**src/rtl/fetch_queue.sv**
```systemverilog
`default_nettype none
// +----------------------------------------------------------------------------+
// | Module      : fetch_queue                                                  |
// | Description : Show-ahead instruction FIFO between fetch and decode with    |
// |               single-cycle flush on PC redirect.                           |
// | Revision    : 1.0 - initial release                                        |
// +----------------------------------------------------------------------------+
module fetch_queue #(
  parameter int               WIDTH    = 32,
  parameter int               DEPTH    = 4,
  parameter logic [WIDTH-1:0] NOP_INST = WIDTH'(32'h0000_0013)
) (
  input  logic                     clk,
  input  logic                     rst,
  input  logic                     push_valid,
  output logic                     push_ready,
  input  logic [WIDTH-1:0]         push_inst,
  input  logic [WIDTH-1:0]         push_pc,
  input  logic [WIDTH-1:0]         push_normal,
  input  logic                     push_bp_en,
  input  logic                     push_bp_decision,
  output logic                     pop_valid,
  input  logic                     pop_ready,
  output logic [WIDTH-1:0]         pop_inst,
  output logic [WIDTH-1:0]         pop_pc,
  output logic [WIDTH-1:0]         pop_normal,
  output logic                     pop_bp_en,
  output logic                     pop_bp_decision,
  input  logic                     flush,
  output logic [$clog2(DEPTH):0]   count
);

  localparam int c_ptr_w = $clog2(DEPTH);
  localparam int c_cnt_w = c_ptr_w + 1;
  localparam logic [c_cnt_w-1:0] c_full = c_cnt_w'(DEPTH);

  logic [WIDTH-1:0]   r_inst   [DEPTH];
  logic [WIDTH-1:0]   r_pc     [DEPTH];
  logic [WIDTH-1:0]   r_normal [DEPTH];
  logic               r_bp_en  [DEPTH];
  logic               r_bp_dec [DEPTH];

  logic [c_ptr_w-1:0] r_wr_ptr;
  logic [c_ptr_w-1:0] r_rd_ptr;
  logic [c_cnt_w-1:0] r_count;

  logic               w_push;
  logic               w_pop;
  logic               w_pop_valid;
  logic               w_push_ready;

  // Ready depends only on registered occupancy, so a pop never frees a slot
  // for a push in the same cycle.
  assign w_push_ready = (r_count != c_full);
  assign w_pop_valid  = (r_count != '0);
  assign w_push       = push_valid && w_push_ready && !flush;
  assign w_pop        = w_pop_valid && pop_ready && !flush;

  assign push_ready   = w_push_ready;
  assign pop_valid    = w_pop_valid;
  assign count        = r_count;

  always_ff @(posedge clk or negedge rst) begin
    if (!rst) begin
      r_wr_ptr <= '0;
      r_rd_ptr <= '0;
      r_count  <= '0;
    end else if (flush) begin
      r_wr_ptr <= '0;
      r_rd_ptr <= '0;
      r_count  <= '0;
    end else begin
      if (w_push) begin
        r_wr_ptr <= r_wr_ptr + c_ptr_w'(1);
      end
      if (w_pop) begin
        r_rd_ptr <= r_rd_ptr + c_ptr_w'(1);
      end
      case ({w_push, w_pop})
        2'b10:   r_count <= r_count + c_cnt_w'(1);
        2'b01:   r_count <= r_count - c_cnt_w'(1);
        default: r_count <= r_count;
      endcase
    end
  end

  // Storage carries no reset; occupancy alone decides what is valid.
  always_ff @(posedge clk) begin
    if (w_push) begin
      r_inst[r_wr_ptr]   <= push_inst;
      r_pc[r_wr_ptr]     <= push_pc;
      r_normal[r_wr_ptr] <= push_normal;
      r_bp_en[r_wr_ptr]  <= push_bp_en;
      r_bp_dec[r_wr_ptr] <= push_bp_decision;
    end
  end

  always_comb begin
    pop_inst        = NOP_INST;
    pop_pc          = '0;
    pop_normal      = '0;
    pop_bp_en       = 1'b0;
    pop_bp_decision = 1'b0;
    if (w_pop_valid) begin
      pop_inst        = r_inst[r_rd_ptr];
      pop_pc          = r_pc[r_rd_ptr];
      pop_normal      = r_normal[r_rd_ptr];
      pop_bp_en       = r_bp_en[r_rd_ptr];
      pop_bp_decision = r_bp_dec[r_rd_ptr];
    end
  end

endmodule
`default_nettype wire

```
**config.mk**
```make
export PLATFORM = sky130hd
export DESIGN_NAME = fetch_queue
export DESIGN_NICKNAME = d
export VERILOG_FILES = /design/src/rtl/fetch_queue.sv
export SDC_FILE = /design/constraint.sdc
export NUM_CORES = 1
export LEC_CHECK = 0
export CORE_MARGIN = 3
export CORE_UTILIZATION = 25
export CTS_CLUSTER_DIAMETER = 40
export DETAILED_ROUTE_END_ITERATION = 10
export GPL_TIMING_DRIVEN = 0
export SLEW_MARGIN = 20
export SYNTH_ARGS = -nofsm -noshare
export SYNTH_HDL_FRONTEND = slang
export SYNTH_SLANG_ARGS = --single-unit
```
**constraint.sdc**
```tcl
create_clock -name clk -period 4 [get_ports clk]
set_input_delay 0.6 -clock clk [delete_from_list [all_inputs] [get_ports clk]]
set_output_delay 0.6 -clock clk [all_outputs]
set_load 0.01 [all_outputs]
```
==> flow_metrics.py <==
metrics = {
    "outcome": {
        "outcome": "finished clean",
    },
    "placed_design": {
        "numPortBuffers": 204,
        "post-place-cells": 1679,
        "place_area_mm2": 0.0186,
        "globalplace.congestion": 0.681,
        "dpl.hpwl_um": 22600,
    },
    "logic_synthesis": {
        "synth_edf_count": 392,
        "synthTopCellsByArea": "edfxtp_1, mux4_2, and2_1",
        "synth_top_area_cell": "edfxtp_1",
        "syn_inst": 685,
        "synth_common_cells": "edfxtp_1, mux4_2, and2_1",
        "ys.flop_type": "edfxtp_1",
        "synth_area_per_cell_um2": 22.4,
        "yosys_warnings": 0,
        "ys_async_sr_fraction": 0.0175,
        "synth_seq_cells": 399,
        "synth_fp_nets": 793,
        "synth_area_mm2": 0.0153,
        "synth_cell_types": 36,
        "synth.top_cell.area_share": 0.768,
        "synth_seq_area_share": 0.780,
        "synth_most_common_cell": "edfxtp_1",
    },
    "setup_path": {
        "endpoint_kind": "output port",
        "cp_data_arrival_time_ps": 3070,
        "max_stage_delay_ps": 530,
        "critPathKind": "reg2out",
        "start_kind": "register",
        "path_cells": "buf_2 > buf_2 > buf_2 > mux4_2 > and2_1 > clkdlybuf4s50_1",
        "crit_slowest_cell": "clkdlybuf4s50_1",
        "crit_buf_inv": 4,
        "crit_start": "r_rd_ptr[1]",
        "path_common_cell": "buf_2",
        "reg2reg_from": "count[0]",
        "worstPathRequired_ps": 3400,
        "critPathTopFamily": "buffers and inverters",
        "cp_max_fo": 10,
    },
    "clock_network": {
        "cts_max_level": 2,
        "cts_hold_buffers": 0,
        "path_clk_slew_ps": 50,
        "numCtsBuffers": 60,
        "cts_root_buf": "clkbuf_16",
        "clkSinkCount": 399,
        "clkLatencyLatePin_ps": 600,
        "cts_tree": "yes",
        "cts_buffer_depth": 3,
    },
    "floorplan": {
        "die_area_mm2": 0.0643,
        "die_h_um": 254,
        "core_mm2": 0.0605,
        "initial_core_util": 0.253,
        "die_w_um": 254,
        "pin_count": 206,
        "rows": 90,
    },
    "worst_hold_path": {
        "hold_path.class": "in2async",
    },
    "finish": {
        "finish.instance_area_mm2": 0.0206,
        "fin_nets": 1069,
        "final_layout_size_suffix_gt1_frac": 0.234,
        "layout.cells.non_filler": 1795,
        "area_growth_pct": 34.4,
    },
    "sta": {
        "hold_ws_ps": 291,
        "drv_slew": 0,
        "post-route-min-period_ps": 3670,
        "fin_crit_sh": 0.919,
        "worstMarginPinSlew_ps": 807,
        "setup_viol": 0,
        "max_freq_ghz": 0.272,
        "skew_ps": 18.4,
        "maxSlewHeadroom": 0.462,
        "setup_tns_ps": 0,
        "rsz0062_at_grt": "false",
        "hold_violations": 0,
    },
    "route": {
        "detail_route.vias_per_cell": 4.23,
        "ant_nets": 0,
        "drt_iter0_drc": 393,
        "routed_wl_um": 35400,
        "route.detailed.drc": 0,
        "first_pass_iters": 4,
        "vias": 7592,
        "routedWlPerCell_um": 19.7,
    },
    "pwr": {
        "p_leak_nw": 6.52,
        "power_mw": 12.5,
        "ir_drop_uv": 366,
        "pwr-share-seq": 0.386,
        "combPwrFrac": 0.211,
        "power_switching_mw": 3.25,
        "clkPwrFrac": 0.403,
        "intPower_mw": 9.27,
        "power_density_mw_per_mm2": 609,
        "switching_share": 0.260,
    },
    "global_route": {
        "grtUsageTotal": 0.112,
        "grt_max_degree": 42,
        "grt_pass1_wl_um": 53100,
        "overflow": 0,
        "grt_pass1_vias": 8468,
        "antenna_found_initial": 4,
    },
    "flow_run": {
        "drv_cap": 0,
    },
}
==> cells in the final DEF, fill, tap and decap left out, types with 4 or more instances in the layout <==
master           count
edfxtp_1           392
clkdlybuf4s50_1    204
mux4_2              98
and2_1              95
clkbuf_16           60
clkbuf_1            25
inv_6               13
buf_4               10
buf_2                9
clkinvlp_4           8
buf_16               8
dfrtp_1              7
nand2_1              6
nor2_1               6
clkinv_4             6
inv_8                5
and3_4               4
ha_1                 4
clkinv_2             4
bufinv_16            4
==> area by class of cell <==
| cell class | instances | area (um2) |
|---|---|---|
| fillers | 5711 | 39900 |
| flip-flops and latches | 399 | 11900 |
| multi-input cells | 245 | 3190 |
| repair buffers | 214 | 2280 |
| clock buffers | 69 | 1540 |
| well taps | 782 | 978 |
| clock inverters | 42 | 439 |
| plain buffers | 36 | 189 |
| inverters | 5 | 22.5 |
| diodes | 3 | 7.51 |
==> sequential cells by signal (all words and copies together), names as in the netlist <==
signal	flops
r_pc	128
r_bp_dec	4
r_wr_ptr	2
count	3
r_normal	128
r_rd_ptr	2
r_inst	128
r_bp_en	4
==> through the flow <==
step	utilization	setup WS, ps
floorplan	-	161
global placement	0.303	-2940
detailed placement	0.307	349
CTS	0.340	166
global route	0.340	87.5
finish	0.340	325
==> timing repair <==
action | 4_1_cts | 5_1_grt
buffers inserted | 2 | 0
setup endpoints to repair | 31 | 0
gates resized for setup | 3 | 0
==> cells by family (layout without fill, tap and decap cells) <==
family,after synthesis,after routing,synth area share
flip-flops,399,399,0.780
other,0,3,0
AO/OA/AOI/OAI,10,10,0.00474
XOR/XNOR,4,4,0.00229
buffers and inverters,41,366,0.0133
adder cells (fa/ha/maj),5,5,0.00457
AND/OR/NAND/NOR,127,127,0.0507
multiplexers,99,99,0.145
==> worst paths after layout <==
check / end / slack (ps) / cells after the start
max in group asynchronous: r_wr_ptr[1] / 3430 / 1
max: pop_inst[17] / 330 / 6
min: count[2] / 290 / 1
max reg2reg: count[2] / 1020 / 10
min in group clk: r_wr_ptr[0] / 390 / 2
min reg2reg: r_wr_ptr[1] / 570 / 2
==> routing by layer <==
metal / vias to the layer above / track usage / wire length (um)
li1: 3386 / - / -
met5: - / 0 / 27
met4: 4 / 0.0399 / 868
met1: 3947 / 0.138 / 14600
met2: 186 / 0.185 / 17400
met3: 69 / 0.0352 / 2520
==> power groups by stage <==
| stage | Clock [mW] | Combinational (mW) | Sequential [mW] |
|---|---|---|---|
| floorplan | 0 | 1.32 | 4.93 |
| global placement | 0 | 2.68 | 4.95 |
| detailed placement | 0 | 2.72 | 4.92 |
| CTS | 5.20 | 2.75 | 4.84 |
| global route | 5.38 | 2.89 | 4.85 |
| finish | 5.05 | 2.64 | 4.83 |
(Power assumes the default switching activity.)
==> edit 1, RTL diff (same flow settings) <==
Register the output `count` once more; this adds one clock of latency there. The other outputs are not delayed to match.
--- a/src/rtl/fetch_queue.sv
+++ b/src/rtl/fetch_queue.sv
@@ -58,7 +58,9 @@
 
   assign push_ready   = w_push_ready;
   assign pop_valid    = w_pop_valid;
-  assign count        = r_count;
+  always_ff @(posedge clk) begin
+    count <= r_count;
+  end
 
   always_ff @(posedge clk or negedge rst) begin
     if (!rst) begin
Behaviour: not the same (a bounded check fails within 4 cycles, from zero or initial values and one cycle with rst low).
==> edit 1 against the unedited design <==
Area after synthesis up 2.8%. Via count up 3.4%. First-iteration DRC count up 14%. Routed wire length up 2.9%. Clock skew up 0.0040 ns. Die area up 2.7%. Sequential cell count up 3. Sequential share of layout area down 2.3 points. Design area up 4.7%. Setup slack better by 0.18 ns.
Power is not compared: it rests on default switching activity, and its combinational part moved more than twofold at a synthesized area within 25%.
==> edit 1: results (changes against the unedited design) <==
[placement]
pre_cts_ws_ns = 0.460  ; was 0.349 ns
place_congestion = 0.689  ; was 0.681
placed_cell_area_um2 = 19100  ; was 18600 µm²

[cts]
cts_sinks = 402  ; was 399
h-tree-depth = 3  ; was 2
cts_made_buffers = 71  ; was 60

[drt]
wl_per_cell_um = 19.5  ; was 19.7 µm
wl_met3_mm = 2.59  ; was 2.52 mm

[cells_and_area]
sh_seq_area_pct = 55.7  ; was 58.0%
layout.nets = 1082  ; was 1069
clock_area_share_pct = 11.5  ; was 9.59%
clkbuf_count = 80  ; was 69
layout-drive-gt1-share_pct = 16.7  ; was 23.4%
fill_cells = 5815  ; was 5711
multi_input_area_share_pct = 16.2  ; was 15.5%

[synthesis]
ys_top_cells_by_area = edfxtp_1 75%, mux4_1 14%, and2_1 3.9%, mux4_2 2.0%, dfrtp_1 1.1%  ; was edfxtp_1 77%, mux4_2 14%, and2_1 3.9%, dfrtp_1 1.1%, clkbuf_1 0.42%
synthCells = 688  ; was 685
synth_common_cells = 392 x edfxtp_1, 99 x and2_1, 84 x mux4_1, 14 x clkbuf_1, 14 x mux4_2  ; was 392 x edfxtp_1, 98 x mux4_2, 95 x and2_1, 17 x clkbuf_1, 9 x buf_2
synth-compound-area-share_pct = 0.461  ; was 0.474%
ys_seq_area_share_pct = 76.3  ; was 78.0%
synth-xor-area-share_pct = 0.223  ; was 0.229%

[sta]
fin_worst_skew_ns = 0.0223  ; was 0.0184 ns

[setup_path]
crit_arrival_ns = 2.89  ; was 3.07 ns

[grt]
grt_usage_pct = 11.1  ; was 11.2%

[status]
status = complete, no violations  ; unchanged

## edit 1: changes by cell type after synthesis, moves of 2 or more
cell / change
mux4_1: +84
buf_4: -7
a2111oi_0: -2
clkbuf_1: -3
clkbuf_2: +2
and3_1: -4
and2_1: +4
mux4_2: -84
dfxtp_1: +3
buf_6: +9
o21ai_0: +2
## edit 1: metal layers
metal | track usage (%) | up-vias
li1 | - | 3501
met1 | 13.6 | 4040
met2 | 17.4 | 239
met3 | 4.13 | 67
met4 | 4.87 | 4
met5 | 0 | -
## edit 1: timing repair
action	4_1_cts	5_1_grt
resized for setup	1	0
setup buffers	1	0
setup endpoints to repair	15	0
## edit 1: final timing paths
| check | start | end | cells after the start |
|---|---|---|---|
| max reg2reg | r_count[0]$_DFFE_PN0P_ | r_count[2]$_DFFE_PN0P_ | 10 |
| min in group clk | r_count[2]$_DFFE_PN0P_ | count[2]$_DFF_P_ | 0 |
| max | r_count[0]$_DFFE_PN0P_ | pop_normal[10] | 7 |
| min reg2reg | r_count[2]$_DFFE_PN0P_ | count[2]$_DFF_P_ | 0 |
| max in group asynchronous | rst | r_count[1]$_DFFE_PN0P_ | 1 |
| min | rst | r_wr_ptr[0]$_DFFE_PN0P_ | 1 |
## edit 1: worst max-delay path, stage by stage (launching register included)
cell and delay, ns:
dfrtp_1 0.42, buf_2 0.20, nor3_4 0.27, clkinvlp_4 0.15, clkbuf_2 0.26, clkbuf_1 0.30, and2_1 0.24, clkdlybuf4s50_1 0.48
## edit 1: report_power, final
group / total (mW) / leakage, nW / switching (mW) / internal, mW
clock network: 6.13 / 1.19 / 2.11 / 4.02
registers: 4.80 / 3.68 / 0.0282 / 4.77
logic: 1.29 / 2.20 / 0.602 / 0.691
==> edit 2, RTL diff (same flow settings) <==
Without the edit above. `DEPTH`: 4 -> 2.
--- a/src/rtl/fetch_queue.sv
+++ b/src/rtl/fetch_queue.sv
@@ -7,7 +7,7 @@
 // +----------------------------------------------------------------------------+
 module fetch_queue #(
   parameter int               WIDTH    = 32,
-  parameter int               DEPTH    = 4,
+  parameter int               DEPTH    = 2,
   parameter logic [WIDTH-1:0] NOP_INST = WIDTH'(32'h0000_0013)
 ) (
   input  logic                     clk,
Interface: changed (resized count); port bits go from 206 to 205. The function was not compared with the original's and may differ.
==> edit 2 against the unedited design <==
Power down 62%. Setup slack better by 0.66 ns. Routed wire length down 52%. Synthesized cell count down 36%. Area after synthesis down 50%. Sequential cell count down 199. Register-to-register slack better by 0.63 ns. Design area down 47%. Critical path type unchanged. Critical endpoint is now pop_inst[29].
==> edit 2: results (changes against the unedited design) <==
[status]
status = complete, no violations  ; unchanged

[placement]
place_congestion = 0.720  ; was 0.681
placed_cell_area_um2 = 10400  ; was 18600 µm²
dp_hpwl_mm = 12.3  ; was 22.6 mm

[drt]
wl_met2_mm = 8.08  ; was 17.4 mm
drt_iter0_markers = 218  ; was 393
wl_met3_mm = 1.20  ; was 2.52 mm
vias = 4348  ; was 7592
highest_layer = met4  ; was met5
met1_length_mm = 7.79  ; was 14.6 mm

[grt]
grt_max_degree = 19  ; was 42
grtUsageMet1_pct = 13.6  ; was 13.8%
grt_pass1_vias = 4574  ; was 8468
antenna_found_initial = 0  ; was 4
grt_pass1_wl_mm = 26.4  ; was 53.1 mm

[cts]
path_clk_slew_ns = 0.07  ; was 0.05 ns
h-tree-depth = 4  ; was 2
cts_max_path_buffers = 2  ; was 3
cts_setup_buffers = 0  ; was 2
cts_made_buffers = 17  ; was 60
clk_latency_ns = 0.42  ; was 0.60 ns
cts_resized = 0  ; was 3

[synthesis]
synth.distinct_cells = 23  ; was 36
synth_fa_ha_area_share_pct = 0  ; was 0.457%
synth_edf_count = 196  ; was 392
synth_common_cells = 196 x edfxtp_1, 99 x mux2i_1, 96 x nor2_1, 10 x buf_4, 5 x buf_2  ; was 392 x edfxtp_1, 98 x mux4_2, 95 x and2_1, 17 x clkbuf_1, 9 x buf_2
async_reset_ff_share_pct = 2.00  ; was 1.75%
synth-xor-area-share_pct = 0.115  ; was 0.229%
syn_nets = 543  ; was 793
synth.area.mux_share_pct = 13.0  ; was 14.5%
synth-compound-area-share_pct = 0.592  ; was 0.474%

[cells_and_area]
antenna_cells = 0  ; was 3
largestRegisters = r_inst (64), r_normal (64), r_pc (64)  ; was r_inst (128), r_normal (128), r_pc (128)
layout-drive-gt1-share_pct = 9.86  ; was 23.4%

[setup_path]
crit_arrival_ns = 2.41  ; was 3.07 ns

[pwr]
pwr-share-clk_pct = 35.3  ; was 40.3%
power.leakage_nw = 3.59  ; was 6.52 nW

## edit 2: changes by cell type after synthesis, moves of 4 or more
cell      unedited run  this run
edfxtp_1           392       196
buf_2                9         5
ha_1                 4         0
mux4_2              98         0
mux2i_1              1        99
clkbuf_1            17         4
and3_1               4         0
and2_1              95         0
nor2_1               6        96
## edit 2: through the flow
stage	std cells	power, mW
after floorplan	440	2.73
after global placement	1034	3.08
after detailed placement	1049	3.10
after CTS	1080	4.79
after global routing	1080	4.92
final	1080	4.70
## edit 2: critical path: stages, from the launching register on
cell and delay, ns:
dfrtp_1 0.47, nor2_2 0.35, buf_2 0.37, buf_4 0.25, nor2_1 0.06, clkdlybuf4s50_1 0.50
## edit 2: final timing paths
kind                                           start                        to  slack, ns  cells after the start
worst max-delay path            count[1]$_DFFE_PN0P_              pop_inst[29]       0.99                      5
worst min-delay path                             rst      r_rd_ptr$_DFFE_PN0P_       0.39                      1
worst max register to register  count[1]$_DFFE_PN0P_  r_normal[1][1]$_DFFE_PP_       1.65                      7
max in group asynchronous                        rst      count[1]$_DFFE_PN0P_       3.42                      1
worst min register to register  r_wr_ptr$_DFFE_PN0P_      r_wr_ptr$_DFFE_PN0P_       0.64                      2
min in group clk                r_wr_ptr$_DFFE_PN0P_      r_wr_ptr$_DFFE_PN0P_       0.64                      2
## edit 2: cell type report
type | count | area [µm²] | area share (%)
Clock buffer | 17 | 425 | 3.88
Timing Repair Buffer | 219 | 2270 | 20.7
Multi-Input combinational cell | 216 | 1500 | 13.7
Buffer | 21 | 138 | 1.26
Tap cell | 390 | 488 | 4.46
Clock inverter | 14 | 141 | 1.29
Inverter | 3 | 11.3 | 0.103
Sequential cell | 200 | 5990 | 54.6
